**src/rtl/pkt_router_ncn.sv**
```systemverilog
// Store-and-forward packet router: one input byte stream, NUM_CH per-channel FIFOs.
// Packets are written speculatively and only become visible once their XOR parity checks good.
module pkt_router_ncn #(
  parameter int DATA_W     = 8,
  parameter int NUM_CH     = 4,
  parameter int LEN_W      = 4,
  parameter int FIFO_DEPTH = 16,
  parameter int CNT_W      = 16
) (
  input  logic                     clk,
  input  logic                     rst,
  input  logic                     in_valid,
  input  logic [DATA_W-1:0]        in_data,
  output logic                     in_ready,
  output logic [NUM_CH-1:0]        out_valid,
  output logic [NUM_CH*DATA_W-1:0] out_data,
  input  logic [NUM_CH-1:0]        out_ready,
  output logic                     pkt_ok,
  output logic                     pkt_err,
  output logic [CNT_W-1:0]         ok_cnt,
  output logic [CNT_W-1:0]         drop_cnt
);

  localparam int CH_W = $clog2(NUM_CH);
  localparam int AW   = $clog2(FIFO_DEPTH);
  localparam int CW   = $clog2(FIFO_DEPTH + 1);

  localparam logic [1:0] S_IDLE    = 2'd0;
  localparam logic [1:0] S_WAIT    = 2'd1;
  localparam logic [1:0] S_PAYLOAD = 2'd2;
  localparam logic [1:0] S_PARITY  = 2'd3;

  function automatic logic [CNT_W-1:0] sat_inc(input logic [CNT_W-1:0] v);
    return (&v) ? v : v + 1'b1;
  endfunction

  function automatic logic [AW-1:0] next_ptr(input logic [AW-1:0] p);
    return (p == AW'(FIFO_DEPTH - 1)) ? '0 : p + 1'b1;
  endfunction

  logic [1:0]        state;
  logic [CH_W-1:0]   dest_q;
  logic [LEN_W-1:0]  len_q;
  logic [LEN_W-1:0]  rem_q;
  logic [DATA_W-1:0] hdr_q;
  logic [DATA_W-1:0] par_q;

  logic [DATA_W-1:0] mem     [NUM_CH][FIFO_DEPTH];
  logic [AW-1:0]     rd_ptr  [NUM_CH];
  logic [AW-1:0]     cwr_ptr [NUM_CH];
  logic [AW-1:0]     swr_ptr [NUM_CH];
  logic [CW-1:0]     cnt     [NUM_CH];

  logic              xfer;
  logic [CW-1:0]     pkt_words;
  logic [CW-1:0]     free_dest;
  logic              room;
  logic              wr_hdr;
  logic              wr_pay;
  logic              par_hit;
  logic              commit;
  logic              rollback;
  logic [NUM_CH-1:0] pop;

  assign in_ready  = (state != S_WAIT);
  assign xfer      = in_valid & in_ready;
  assign pkt_words = CW'(len_q) + CW'(1);
  // Free space uses the registered count only; same-cycle pops are seen next cycle.
  assign free_dest = CW'(FIFO_DEPTH) - cnt[dest_q];
  assign room      = (free_dest >= pkt_words);
  assign wr_hdr    = (state == S_WAIT) && room;
  assign wr_pay    = (state == S_PAYLOAD) && xfer;
  assign par_hit   = (state == S_PARITY) && xfer;
  assign commit    = par_hit && ((par_q ^ in_data) == '0);
  assign rollback  = par_hit && !commit;
  assign pop       = out_valid & out_ready;

  always_comb begin
    out_valid = '0;
    out_data  = '0;
    for (int c = 0; c < NUM_CH; c++) begin
      out_valid[c]                    = (cnt[c] != '0);
      out_data[c*DATA_W +: DATA_W]    = mem[c][rd_ptr[c]];
    end
  end

  always_ff @(posedge clk or posedge rst) begin
    if (rst) begin
      state    <= S_IDLE;
      dest_q   <= '0;
      len_q    <= '0;
      rem_q    <= '0;
      pkt_ok   <= 1'b0;
      pkt_err  <= 1'b0;
      ok_cnt   <= '0;
      drop_cnt <= '0;
    end else begin
      pkt_ok  <= commit;
      pkt_err <= rollback;
      if (commit)   ok_cnt   <= sat_inc(ok_cnt);
      if (rollback) drop_cnt <= sat_inc(drop_cnt);
      case (state)
        S_IDLE: if (xfer) begin
          dest_q <= in_data[CH_W-1:0];
          len_q  <= in_data[CH_W+LEN_W-1:CH_W];
          rem_q  <= in_data[CH_W+LEN_W-1:CH_W];
          state  <= S_WAIT;
        end
        S_WAIT: if (room) state <= (len_q == '0) ? S_PARITY : S_PAYLOAD;
        S_PAYLOAD: if (xfer) begin
          rem_q <= rem_q - 1'b1;
          if (rem_q == LEN_W'(1)) state <= S_PARITY;
        end
        default: if (xfer) state <= S_IDLE;
      endcase
    end
  end

  always_ff @(posedge clk) begin
    if (state == S_IDLE && xfer) begin
      hdr_q <= in_data;
      par_q <= in_data;
    end else if (wr_pay) begin
      par_q <= par_q ^ in_data;
    end
    if (wr_hdr || wr_pay) mem[dest_q][swr_ptr[dest_q]] <= wr_hdr ? hdr_q : in_data;
  end

  // Pointer bookkeeping: commit publishes the speculative pointer, rollback rewinds it.
  always_ff @(posedge clk or posedge rst) begin
    if (rst) begin
      for (int c = 0; c < NUM_CH; c++) begin
        rd_ptr[c]  <= '0;
        cwr_ptr[c] <= '0;
        swr_ptr[c] <= '0;
        cnt[c]     <= '0;
      end
    end else begin
      for (int c = 0; c < NUM_CH; c++) begin
        if (pop[c]) rd_ptr[c] <= next_ptr(rd_ptr[c]);
        if ((wr_hdr || wr_pay) && dest_q == CH_W'(c)) swr_ptr[c] <= next_ptr(swr_ptr[c]);
        if (commit && dest_q == CH_W'(c))   cwr_ptr[c] <= swr_ptr[c];
        if (rollback && dest_q == CH_W'(c)) swr_ptr[c] <= cwr_ptr[c];
        cnt[c] <= cnt[c] - CW'(pop[c])
                  + ((commit && dest_q == CH_W'(c)) ? pkt_words : CW'(0));
      end
    end
  end

endmodule
```
**config.mk**
```make
export PLATFORM = sky130hd
export DESIGN_NAME = pkt_router_ncn
export DESIGN_NICKNAME = d
export VERILOG_FILES = /design/src/rtl/pkt_router_ncn.sv
export SDC_FILE = /design/constraint.sdc
export NUM_CORES = 1
export LEC_CHECK = 0
export ABC_AREA = 0
export BUFFER_PORTS_ARGS = -buffer_cell sky130_fd_sc_hd__clkbuf_2
export CAP_MARGIN = 20
export CORE_ASPECT_RATIO = 0.6
export CORE_MARGIN = 3
export CORE_UTILIZATION = 55
export CTS_CLUSTER_DIAMETER = 40
export DETAILED_ROUTE_END_ITERATION = 16
export MAX_ROUTING_LAYER = met4
export PLACE_DENSITY = 0.72
export SETUP_SLACK_MARGIN = 0.05
export SLEW_MARGIN = 10
export SYNTH_ARGS = -nofsm -noshare
export SYNTH_HDL_FRONTEND = slang
export SYNTH_SLANG_ARGS = --single-unit
```
**constraint.sdc**
```tcl
create_clock -name clk -period 5.5 [get_ports clk]
set_input_delay 0.275 -clock clk [delete_from_list [all_inputs] [get_ports clk]]
set_output_delay 0.275 -clock clk [all_outputs]
set_load 0.005 [all_outputs]
```
### Word level (Yosys, flattened, before mapping)

Memory sizes are Yosys's and may differ from the RTL's.
Cells that the tools add are included.

* bits in read-only memories: 0
* memory bits (writable): 512
* input port bits: 15
* output and inout port bits: 71
* register bits: 130
* latch bits: 0
* memories: 1

* order comparisons: 8
* $add $sub $neg: 21
* shift-type cells: 0
* reduce and logical (&&, ||, !) cells: 43
* equal/unequal tests: 20
* muxes and demuxes: 55
* bitwise gates (word level): 11
* divide/modulo/power cells: 0
* multipliers: 0

Memory list
* mem: words 4, width 128, rd ports 4, clocked after memory_dff 0, wr ports 1, line 48 `logic [DATA_W-1:0] mem [NUM_CH][FIFO_DEPTH];`

Operators by type and width (count)
* $bmux 8 s4: 4
* $mux 128: 1
* $mux 8: 12
* $mux 4: 20
* $add 16x1->16 const B: 2
* $add 4x1->4 const B: 8
* $demux 8 s4: 1
* $eq 4x4->1 const B: 8
* $reduce_and 16->1: 2
* $mux 5: 6
* $ge 5x5->1 const B: 5
* $not 4->5: 5
* $add 5x5->5: 4
* $reduce_bool 5->1: 4
* $sub 5x1->5: 4
* $logic_and 1x1->1: 19
* $reduce_bool 2->1: 7
* $bmux 5 s2: 1
* $mux 2: 5
* $bmux 4 s2: 1
* $eq 2x2->1 const B: 4
* $logic_not 8->1: 1
* $pmux 4 s2: 1
* $xor 8x8->8: 1
* other kinds (23): 32

### Logic depth before layout (Yosys ltp)

Gate-level depths: netlist (run 1).

* word-level depth: 11
* depth in mapped cells: 17
* mapped depth without buffers: 16

### Worst setup path before layout (run 1)

No wires, ideal clock.

* path kind: register to register
* from: register dest_q[1]
* to: memory mem[3][88] (netlist bit) (enable)
* stages on the path, launching flop included: 16
* required time: 5.130 ns
* clock period less this slack: 3.959 ns
* arrival time: 3.589 ns
* setup time: 0.370 ns
* buffers on the path: 4
* setup slack: 1.541 ns
* cell sequence: dfrtp_1 -> clkbuf_1 -> clkbuf_1 -> mux4_2 -> inv_1 -> ha_1 -> nand2_1 -> xnor2_1 -> ha_1 -> a21oi_1 -> a21o_1 -> o211a_1 -> clkbuf_1 -> or3_1 -> clkbuf_1 -> nor2_1

* word-level cells in the longest chain between the ends: 10

Ends and longest elaborated chain
* start, declared: line 42 `logic [CH_W-1:0] dest_q;`
* start signal, assigned: line 104 `dest_q <= in_data[CH_W-1:0];`
* $not 2->3 (not written as such): line 69, 126
* $bmux 5 s2 / $bmux 4 s2 (equally long branches): line 69, 126
* $mux 5 (not written as such) / $mux 4 (equally long branches) (2 in series): line 69, 126
* $sub 5x5->5 / $not 4->5 (equally long branches): line 69, 126
* $ge 5x5->1 (tied with other cells): line 70 `assign room = (free_dest >= pkt_words);`
* $logic_and 1x1->1 (on tied branches): line 71, 126
* $logic_or 1x1->1 / $mux 8 (equally long branches): line 126 `if (wr_hdr || wr_pay) mem[dest_q][swr_ptr[dest_q]] <= wr_hdr ? hdr_q : in_data;`
* $mux 1 / $demux 8 s4 (equally long branches): line 126
* $mux 128: line 126
* end, declared: line 48

Parallel ways exist; a longest one is shown, timed or not. The select of a mux whose other input is x is not followed.

### Final worst setup path (run 1)

* from: register dest_q[1]
* to: memory mem[0][82] (netlist bit) (enable)

Same word-level chain as after synthesis.

==> results of run 1 <==
[metal layers]
metal	up-vias	track usage	part of all wire
li1	6351	-	-
met1	7720	0.418	0.45
met2	902	0.334	0.41
met3	68	0.0669	0.12
met4	0	0.0457	0.013
met5	-	-	0
[repair_timing]
item	4_1_cts	5_1_grt
hold buffers	6	0
endpoints found under the hold margin	73	0
gates resized for setup	0	0
[stage by stage]
step,cell area (µm²),hold WS [ns],utilization
CTS,30500,0.0133,0.630
floorplan,27200,0.374,-
global placement,28300,0.485,0.586
global route,30500,0.0316,0.631
detailed placement,28300,0.495,0.586
finish,30500,0.0431,0.631
[registers in the layout (all words and copies together), names as in the netlist, 16 cells and up]
register	flops
drop_cnt	16
rd_ptr	16
mem	512
swr_ptr	16
ok_cnt	16
cnt	20
cwr_ptr	16
[final cells by class]
cell class	instances	share of cell area
Clock inverter	39	0.0162
Sequential cell	642	0.614
Clock buffer	69	0.0516
Multi-Input combinational cell	779	0.257
Tap cell	640	0.0263
Inverter	78	0.00968
Timing Repair Buffer	112	0.0252
[placed cells by master, fill, tap and decap left out, types with 24 or more instances in the layout]
master	synthesis	routed
mux2_2	33	33
xnor2_1	50	50
o21ai_0	24	24
clkbuf_16	0	58
edfxtp_1	528	528
mux2i_1	36	36
dfrtp_1	114	110
mux4_2	144	144
nand2_1	72	72
nor2_1	83	83
clkbuf_2	0	85
nand3_1	32	32
inv_1	77	76
ha_1	56	56
[worst max-delay path: cells and delay by family, from the launching register on]
| family | cells | cell delay (ns) |
|---|---|---|
| buffers and inverters | 1 | 0.10 |
| muxes | 1 | 0.60 |
| AOI/OAI and AO/OA | 1 | 0.47 |
| DFF | 1 | 0.70 |
| xor gates and xnor gates | 1 | 0.13 |
| adders and majority gates | 2 | 0.52 |
| and+or+nand+nor | 4 | 1.46 |
[kinds of logic (layout without fill, tap and decap cells)]
logic type | Yosys count | in the layout | share of synthesized area
muxes | 214 | 214 | 0.147
xor gates and xnor gates | 72 | 72 | 0.0232
AOI/OAI and AO/OA | 149 | 149 | 0.0374
DFF | 642 | 642 | 0.689
buffers and inverters | 149 | 298 | 0.0218
adders and majority gates | 60 | 60 | 0.0288
and+or+nand+nor | 284 | 284 | 0.0530
[worst paths after layout]
path                                endpoint  slack, ns  depth (start not counted)
worst max-delay path              mem[0][82]       1.17                         10
max in group asynchronous          rd_ptr[0]       3.82                          4
worst min register to register  drop_cnt[11]       0.50                          1
worst max register to register    mem[0][82]       1.17                         10
min in group asynchronous          ok_cnt[8]       0.41                          3
worst min-delay path                hdr_q[3]       0.04                          1
[synth_stat cells (3+ instances only)]
cell	n	share of area
edfxtp_1	528	0.58
mux4_2	144	0.12
dfrtp_1	114	0.11
nor2_1	83	0.011
inv_1	77	0.011
nand2_1	72	0.010
ha_1	56	0.026
clkbuf_1	51	0.0071
xnor2_1	50	0.016
mux2i_1	36	0.013
mux2_2	33	0.014
nand3_1	32	0.0059
o21ai_0	24	0.0044
a21oi_1	23	0.0042
xor2_1	22	0.0071
nand4_1	19	0.0044
a221oi_1	16	0.0052
a31oi_1	16	0.0037
nor3_1	15	0.0028
a21o_1	14	0.0039
a211oi_1	12	0.0033
buf_2	10	0.0018
a22oi_1	9	0.0025
and3_1	7	0.0016
buf_1	7	0.00097
nand3b_1	7	0.0019
nor2b_1	7	0.0016
o211ai_1	7	0.0019
nor4_2	6	0.0028
o2bb2ai_1	6	0.0019
nor2_2	5	0.0012
nor3_2	5	0.0018
o22ai_1	5	0.0012
or3_1	5	0.0012
and2_1	4	0.00092
fa_1	4	0.0029
nand2b_1	4	0.00092
nor4_1	4	0.00092
o22a_1	4	0.0013
a21boi_1	3	0.00083
a41oi_1	3	0.00097
[power by group]
part           total, µW  internal [µW]  switching (µW)
combinational       5860           2430            3420
clock               4320           2490            1830
sequential          6880           6290             587
==> load_flow_metrics.sql, run 1 <==
INSERT INTO impl_metrics (metric_group, metric, value, unit) VALUES
('clock_tree', 'clockRootBuffer', 'clkbuf_16', ''),
('clock_tree', 'clock-sinks', '642', ''),
('power_and_ir_drop', 'total_power', '17100', 'µW'),
('global_route', 'grt_usage', '0.259', ''),
('floorplan', 'core', '48300', 'µm²'),
('place', 'placement.io_buffers', '85', ''),
('final_layout', 'fin_cells', '2359', ''),
('flow_run', 'max-cap-violations', '0', ''),
('clock_tree', 'ctsHtreeMaxLevel', '2', ''),
('route', 'drt-initial-drc-count', '2002', ''),
('timing', 'drv_slew', '0', ''),
('critical_path', 'regToRegStartpoint', 'dest_q[1]', ''),
('clock_tree', 'cts_post_setup_buffers_inserted', '0', ''),
('final_layout', 'layout.filler_cells', '3377', ''),
('final_layout', 'area_added_between_synthesis_and_finish', '12.3', '%'),
('final_layout', 'antenna_cells', '0', ''),
('place', 'placed_cells_incl_taps', '2242', ''),
('critical_path', 'cp_cell_sequence', 'mux4_2, inv_1, ha_1, nand2_1, xnor2_1, ha_1, nand4_1, o211a_1, or3_1, nor2_1', ''),
('floorplan', 'floorplan.die.width', '293', 'µm'),
('power_and_ir_drop', 'power_per_cell_area', '559', 'nW/µm²'),
('route', 'drt.antenna.violating_nets', '0', ''),
('route', 'post-route-drc-count', '0', ''),
('floorplan', 'number_of_top_level_pins', '86', ''),
('global_route', 'first_global_vias', '14400', ''),
('logic_synthesis', 'synth.cell_area', '27200', 'µm²'),
('min_path', 'holdCritStartpoint', 'in_data[3]', ''),
('route', 'num_vias', '15000', ''),
('route', 'iteration_count_of_the_initial_detailed_routing_pass', '6', ''),
('timing', 'timing.max_slew.rel_slack', '0.185', ''),
('critical_path', 'maximum_fanout_along_the_worst_path', '17', ''),
('timing', 'setup_viol_count_final', '0', ''),
('logic_synthesis', 'ys_dominant_reg_cell', 'edfxtp_1', ''),
('clock_tree', 'cts_tree', 'yes', ''),
('logic_synthesis', 'syn-instance-count', '1570', ''),
('logic_synthesis', 'synth_nets', '1645', ''),
('timing', 'hold_violations', '0', ''),
('critical_path', 'worst_setup_path_end_kind', 'flip-flop', ''),
('place', 'gp_congestion', '0.869', ''),
('logic_synthesis', 'synth-async-reset-ratio', '0.178', ''),
('route', 'route.detailed.wl_per_inst', '27.2', 'µm'),
('critical_path', 'startpoint_type', 'flip-flop', ''),
('logic_synthesis', 'synth.yosys.seq_area_share', '0.689', ''),
('route', 'total_routed_wirelength', '64.2', 'mm'),
('timing', 'postLayoutSetupSlackWorst', '1.17', 'ns'),
('logic_synthesis', 'ys.warnings.count', '0', ''),
('min_path', 'timing.hold.worst.class', 'input pin to flip-flop', ''),
('floorplan', 'rows', '62', ''),
('place', 'dp_hpwl', '40.6', 'mm'),
('global_route', 'maximum_number_of_pins_on_one_net_before_global_route_repair', '70', ''),
('global_route', 'global_route_wire_length_before_repair', '96.5', 'mm'),
('critical_path', 'worst-endpoint-arrival', '4.57', 'ns'),
('logic_synthesis', 'ys_types', '58', ''),
('global_route', 'grt.overflow.total', '0', ''),
('clock_tree', 'cts.clk_slew.worst_paths', '0.07', 'ns'),
('timing', 'timing.final.crit_share', '0.788', ''),
('timing', 'worstMarginPinSlew', '1.22', 'ns'),
('critical_path', 'crit_path_max_incr_delay', '0.70', 'ns'),
('clock_tree', 'tritoncts.num_buffers', '57', ''),
('clock_tree', 'clock_path_buffers', '3', ''),
('timing', 'setup_repair_after_global_routing_missed_its_margin', 'false', ''),
('floorplan', 'die_height', '178', 'µm'),
('critical_path', 'criticalPathCategory', 'flip-flop to flip-flop', ''),
('run_status', 'status', 'finished clean', ''),
('global_route', 'antenna_violations_before_repair', '0', ''),
('power_and_ir_drop', 'leakage_power_of_the_design', '0.0107', 'µW'),
('clock_tree', 'clock_latency', '0.62', 'ns'),
('final_layout', 'design.final.nets', '1745', ''),
('power_and_ir_drop', 'peakVddDrop', '0.000340', 'V'),
('timing', 'clock.fmax', '231', 'MHz'),
('critical_path', 'critical_path.most_common_cell', 'ha_1', ''),
('final_layout', 'multi_input_comb_area', '7850', 'µm²');
Note: power is estimated with default switching activity, not from simulation.
==> run 2, diff against run 1 <==
- PLACE_DENSITY: 0.72 -> 0.75
- clock period: 5.5 -> 3.9 ns (I/O delays scaled with it)
==> load_flow_metrics.sql, run 2 (synthesis gave the netlist of run 1 again) <==
INSERT INTO impl_metrics (metric_group, metric, value, unit) VALUES
('run_status', 'status', 'finished clean', ''),
('clock_tree', 'clock_latency', '0.61', 'ns'),
('global_route', 'maximum_number_of_pins_on_one_net_before_global_route_repair', '68', ''),
('critical_path', 'regToRegStartpoint', 'dest_q[1]', ''),
('final_layout', 'fin_cells', '2453', ''),
('floorplan', 'die_area', '52200', 'µm²'),
('route', 'route.detailed.wl_per_inst', '25.4', 'µm'),
('place', 'placed_cells_incl_taps', '2332', ''),
('critical_path', 'reg2regPathDepth', '12', ''),
('critical_path', 'worstSetupStartpoint', 'dest_q[1]', ''),
('critical_path', 'criticalPathCategory', 'flip-flop to flip-flop', ''),
('timing', 'timing.max_slew.rel_slack', '0.317', ''),
('clock_tree', 'ctsHtreeMaxLevel', '2', ''),
('global_route', 'global_route_wire_length_before_repair', '95.1', 'mm'),
('min_path', 'whs_path_depth', '5', ''),
('clock_tree', 'cts.clk_slew.worst_paths', '0.06', 'ns'),
('timing', 'drv_slew', '0', ''),
('final_layout', 'largest_register_ffs', '512', ''),
('final_layout', 'layout.filler_cells', '3333', ''),
('power_and_ir_drop', 'leakage_power_of_the_design', '0.0112', 'µW'),
('timing', 'clock.fmax', '269', 'MHz'),
('place', 'gp_congestion', '0.877', ''),
('final_layout', 'layout_commonest_cell', 'edfxtp_1', ''),
('floorplan', 'rows', '62', ''),
('timing', 'setup_viol_count_final', '0', ''),
('final_layout', 'design.final.nets', '1837', ''),
('final_layout', 'area_added_between_synthesis_and_finish', '14.5', '%'),
('min_path', 'timing.hold.worst.class', 'input pin to flip-flop', ''),
('critical_path', 'maximum_fanout_along_the_worst_path', '20', ''),
('final_layout', 'layout-drive-gt1-share', '0.273', ''),
('critical_path', 'worst-endpoint-arrival', '4.01', 'ns'),
('route', 'total_routed_wirelength', '62.3', 'mm'),
('route', 'viasPerCell', '6.16', ''),
('route', 'drt-initial-drc-count', '1887', ''),
('route', 'drt.antenna.violating_nets', '0', ''),
('critical_path', 'cell_with_the_biggest_individual_delay_on_the_critical_path', 'mux4_2', ''),
('clock_tree', 'clockRootBuffer', 'clkbuf_16', ''),
('timing', 'final.setup_skew', '0.0356', 'ns'),
('critical_path', 'rr_endpoint', 'mem[3][6]', ''),
('timing', 'setup_repair_after_global_routing_missed_its_margin', 'true', ''),
('min_path', 'holdCritStartpoint', 'in_valid', ''),
('clock_tree', 'clock-sinks', '642', ''),
('power_and_ir_drop', 'peakVddDrop', '0.000548', 'V'),
('min_path', 'holdPathEnd', 'state[0]', ''),
('critical_path', 'critical_path_required', '4.20', 'ns'),
('global_route', 'grt_usage', '0.253', ''),
('floorplan', 'floorplan.initialDensity', '0.562', ''),
('route', 'iteration_count_of_the_initial_detailed_routing_pass', '5', ''),
('critical_path', 'crit_path_max_incr_delay', '0.55', 'ns'),
('final_layout', 'finish.utilization', '0.643', ''),
('timing', 'worstMarginPinSlew', '1.02', 'ns'),
('global_route', 'first_global_vias', '14800', ''),
('critical_path', 'critical_path.top_delay_family', 'simple AND/OR/NAND/NOR gates', ''),
('place', 'dp_hpwl', '39.5', 'mm'),
('critical_path', 'worst_setup_path_end_kind', 'flip-flop', ''),
('timing', 'hold_violations', '0', ''),
('global_route', 'antenna_violations_before_repair', '1', ''),
('clock_tree', 'cts_post_setup_buffers_inserted', '0', ''),
('floorplan', 'die_height', '178', 'µm'),
('floorplan', 'floorplan.die.width', '293', 'µm'),
('power_and_ir_drop', 'total_power', '23800', 'µW'),
('floorplan', 'number_of_top_level_pins', '86', ''),
('route', 'num_vias', '15100', ''),
('critical_path', 'timing.critical_path.buf_inv', '3', ''),
('global_route', 'grt.overflow.total', '0', ''),
('clock_tree', 'clock_path_buffers', '3', ''),
('timing', 'fin_crit', '3.71', 'ns'),
('timing', 'timing.final.crit_share', '0.952', ''),
('power_and_ir_drop', 'power_per_cell_area', '766', 'nW/µm²'),
('critical_path', 'worst-r2r-setup-slack', '0.19', 'ns'),
('final_layout', 'most-common-layout-cells', 'edfxtp_1 (528), mux4_2 (144), dfrtp_1 (110), buf_4 (97), clkbuf_2 (85)', ''),
('floorplan', 'core', '48300', 'µm²'),
('critical_path', 'startpoint_type', 'flip-flop', ''),
('place', 'placement.io_buffers', '85', ''),
('clock_tree', 'tritoncts.num_buffers', '58', ''),
('route', 'post-route-drc-count', '0', ''),
('flow_run', 'max-cap-violations', '0', ''),
('critical_path', 'cp_cell_sequence', 'mux4_2, inv_1, ha_1, nand2_1, xnor2_1, ha_1, nand4_1, o211ai_1, buf_4, nand3_1, nor2_1, buf_4', ''),
('clock_tree', 'cts_tree', 'yes', '');
## run 2: changes by cell type in the layout (fill, tap and decap cells not counted), sizes merged
cell         delta
clkbuf          +5
inv             +2
buf            +87
diode           +1
clkinv          +2
dlygate4sd3     +4
bufinv          -4
clkinvlp        -3
## run 2: worst max path at each step
stage	cells past startpoint	slack [ns]	end
2_1_floorplan	15	-0.06	mem[3][80]
3_3_place_gp	12	0.28	mem[0][80]
3_5_place_dp	11	0.17	mem[1][114]
4_1_cts	12	0.17	mem[0][121]
5_1_grt	12	-0.02	mem[3][3]
6_report	12	0.19	mem[3][6]
## run 2: area by class of cell
cell class	count	area (µm²)	share of cell area
Antenna cell	1	2.50	0.0000805
Clock buffer	74	1570	0.0506
Clock inverter	36	365	0.0118
Inverter	78	295	0.00950
Multi-Input combinational cell	779	7880	0.253
Sequential cell	642	18700	0.602
Tap cell	640	801	0.0258
Timing Repair Buffer	203	1460	0.0469
## run 2: where the power goes
group	switching, µW	total (µW)	leakage [µW]	internal [µW]
registers	775	9650	0.00618	8880
clock network	2550	5770	0.000950	3220
logic	4810	8400	0.00403	3580
## run 2: repair_timing
action,4_1_cts,5_1_grt
gates resized for setup,0,8
hold buffers,10,0
endpoints found under the hold margin,86,0
endpoints found under the setup margin,0,256
## run 2: per-layer routing
layer / track usage / wire length, µm
met1: 0.390 / 27600
met5: - / 0
met2: 0.341 / 26900
met4: 0.0543 / 1110
met3: 0.0647 / 6640
## run 2: metrics by stage
stage | hold slack, ns | area (µm²) | worst slack (ns) | setup TNS [ns]
after global placement | 0.427 | 29000 | 0.278 | 0
after global routing | 0.144 | 31100 | -0.0201 | -0.137
final | 0.139 | 31100 | 0.188 | 0
after floorplan | 0.294 | 27200 | -0.0575 | -3.22
after CTS | 0.113 | 31100 | 0.166 | 0
after detailed placement | 0.437 | 29000 | 0.172 | 0
## run 2: worst min-delay path, delay by kind of cell
| family | cells | cell delay, ns |
|---|---|---|
| AO/OA/AOI/OAI | 3 | 0.31 |
| buffers and inverters | 1 | 0.09 |
| AND/OR/NAND/NOR | 1 | 0.10 |
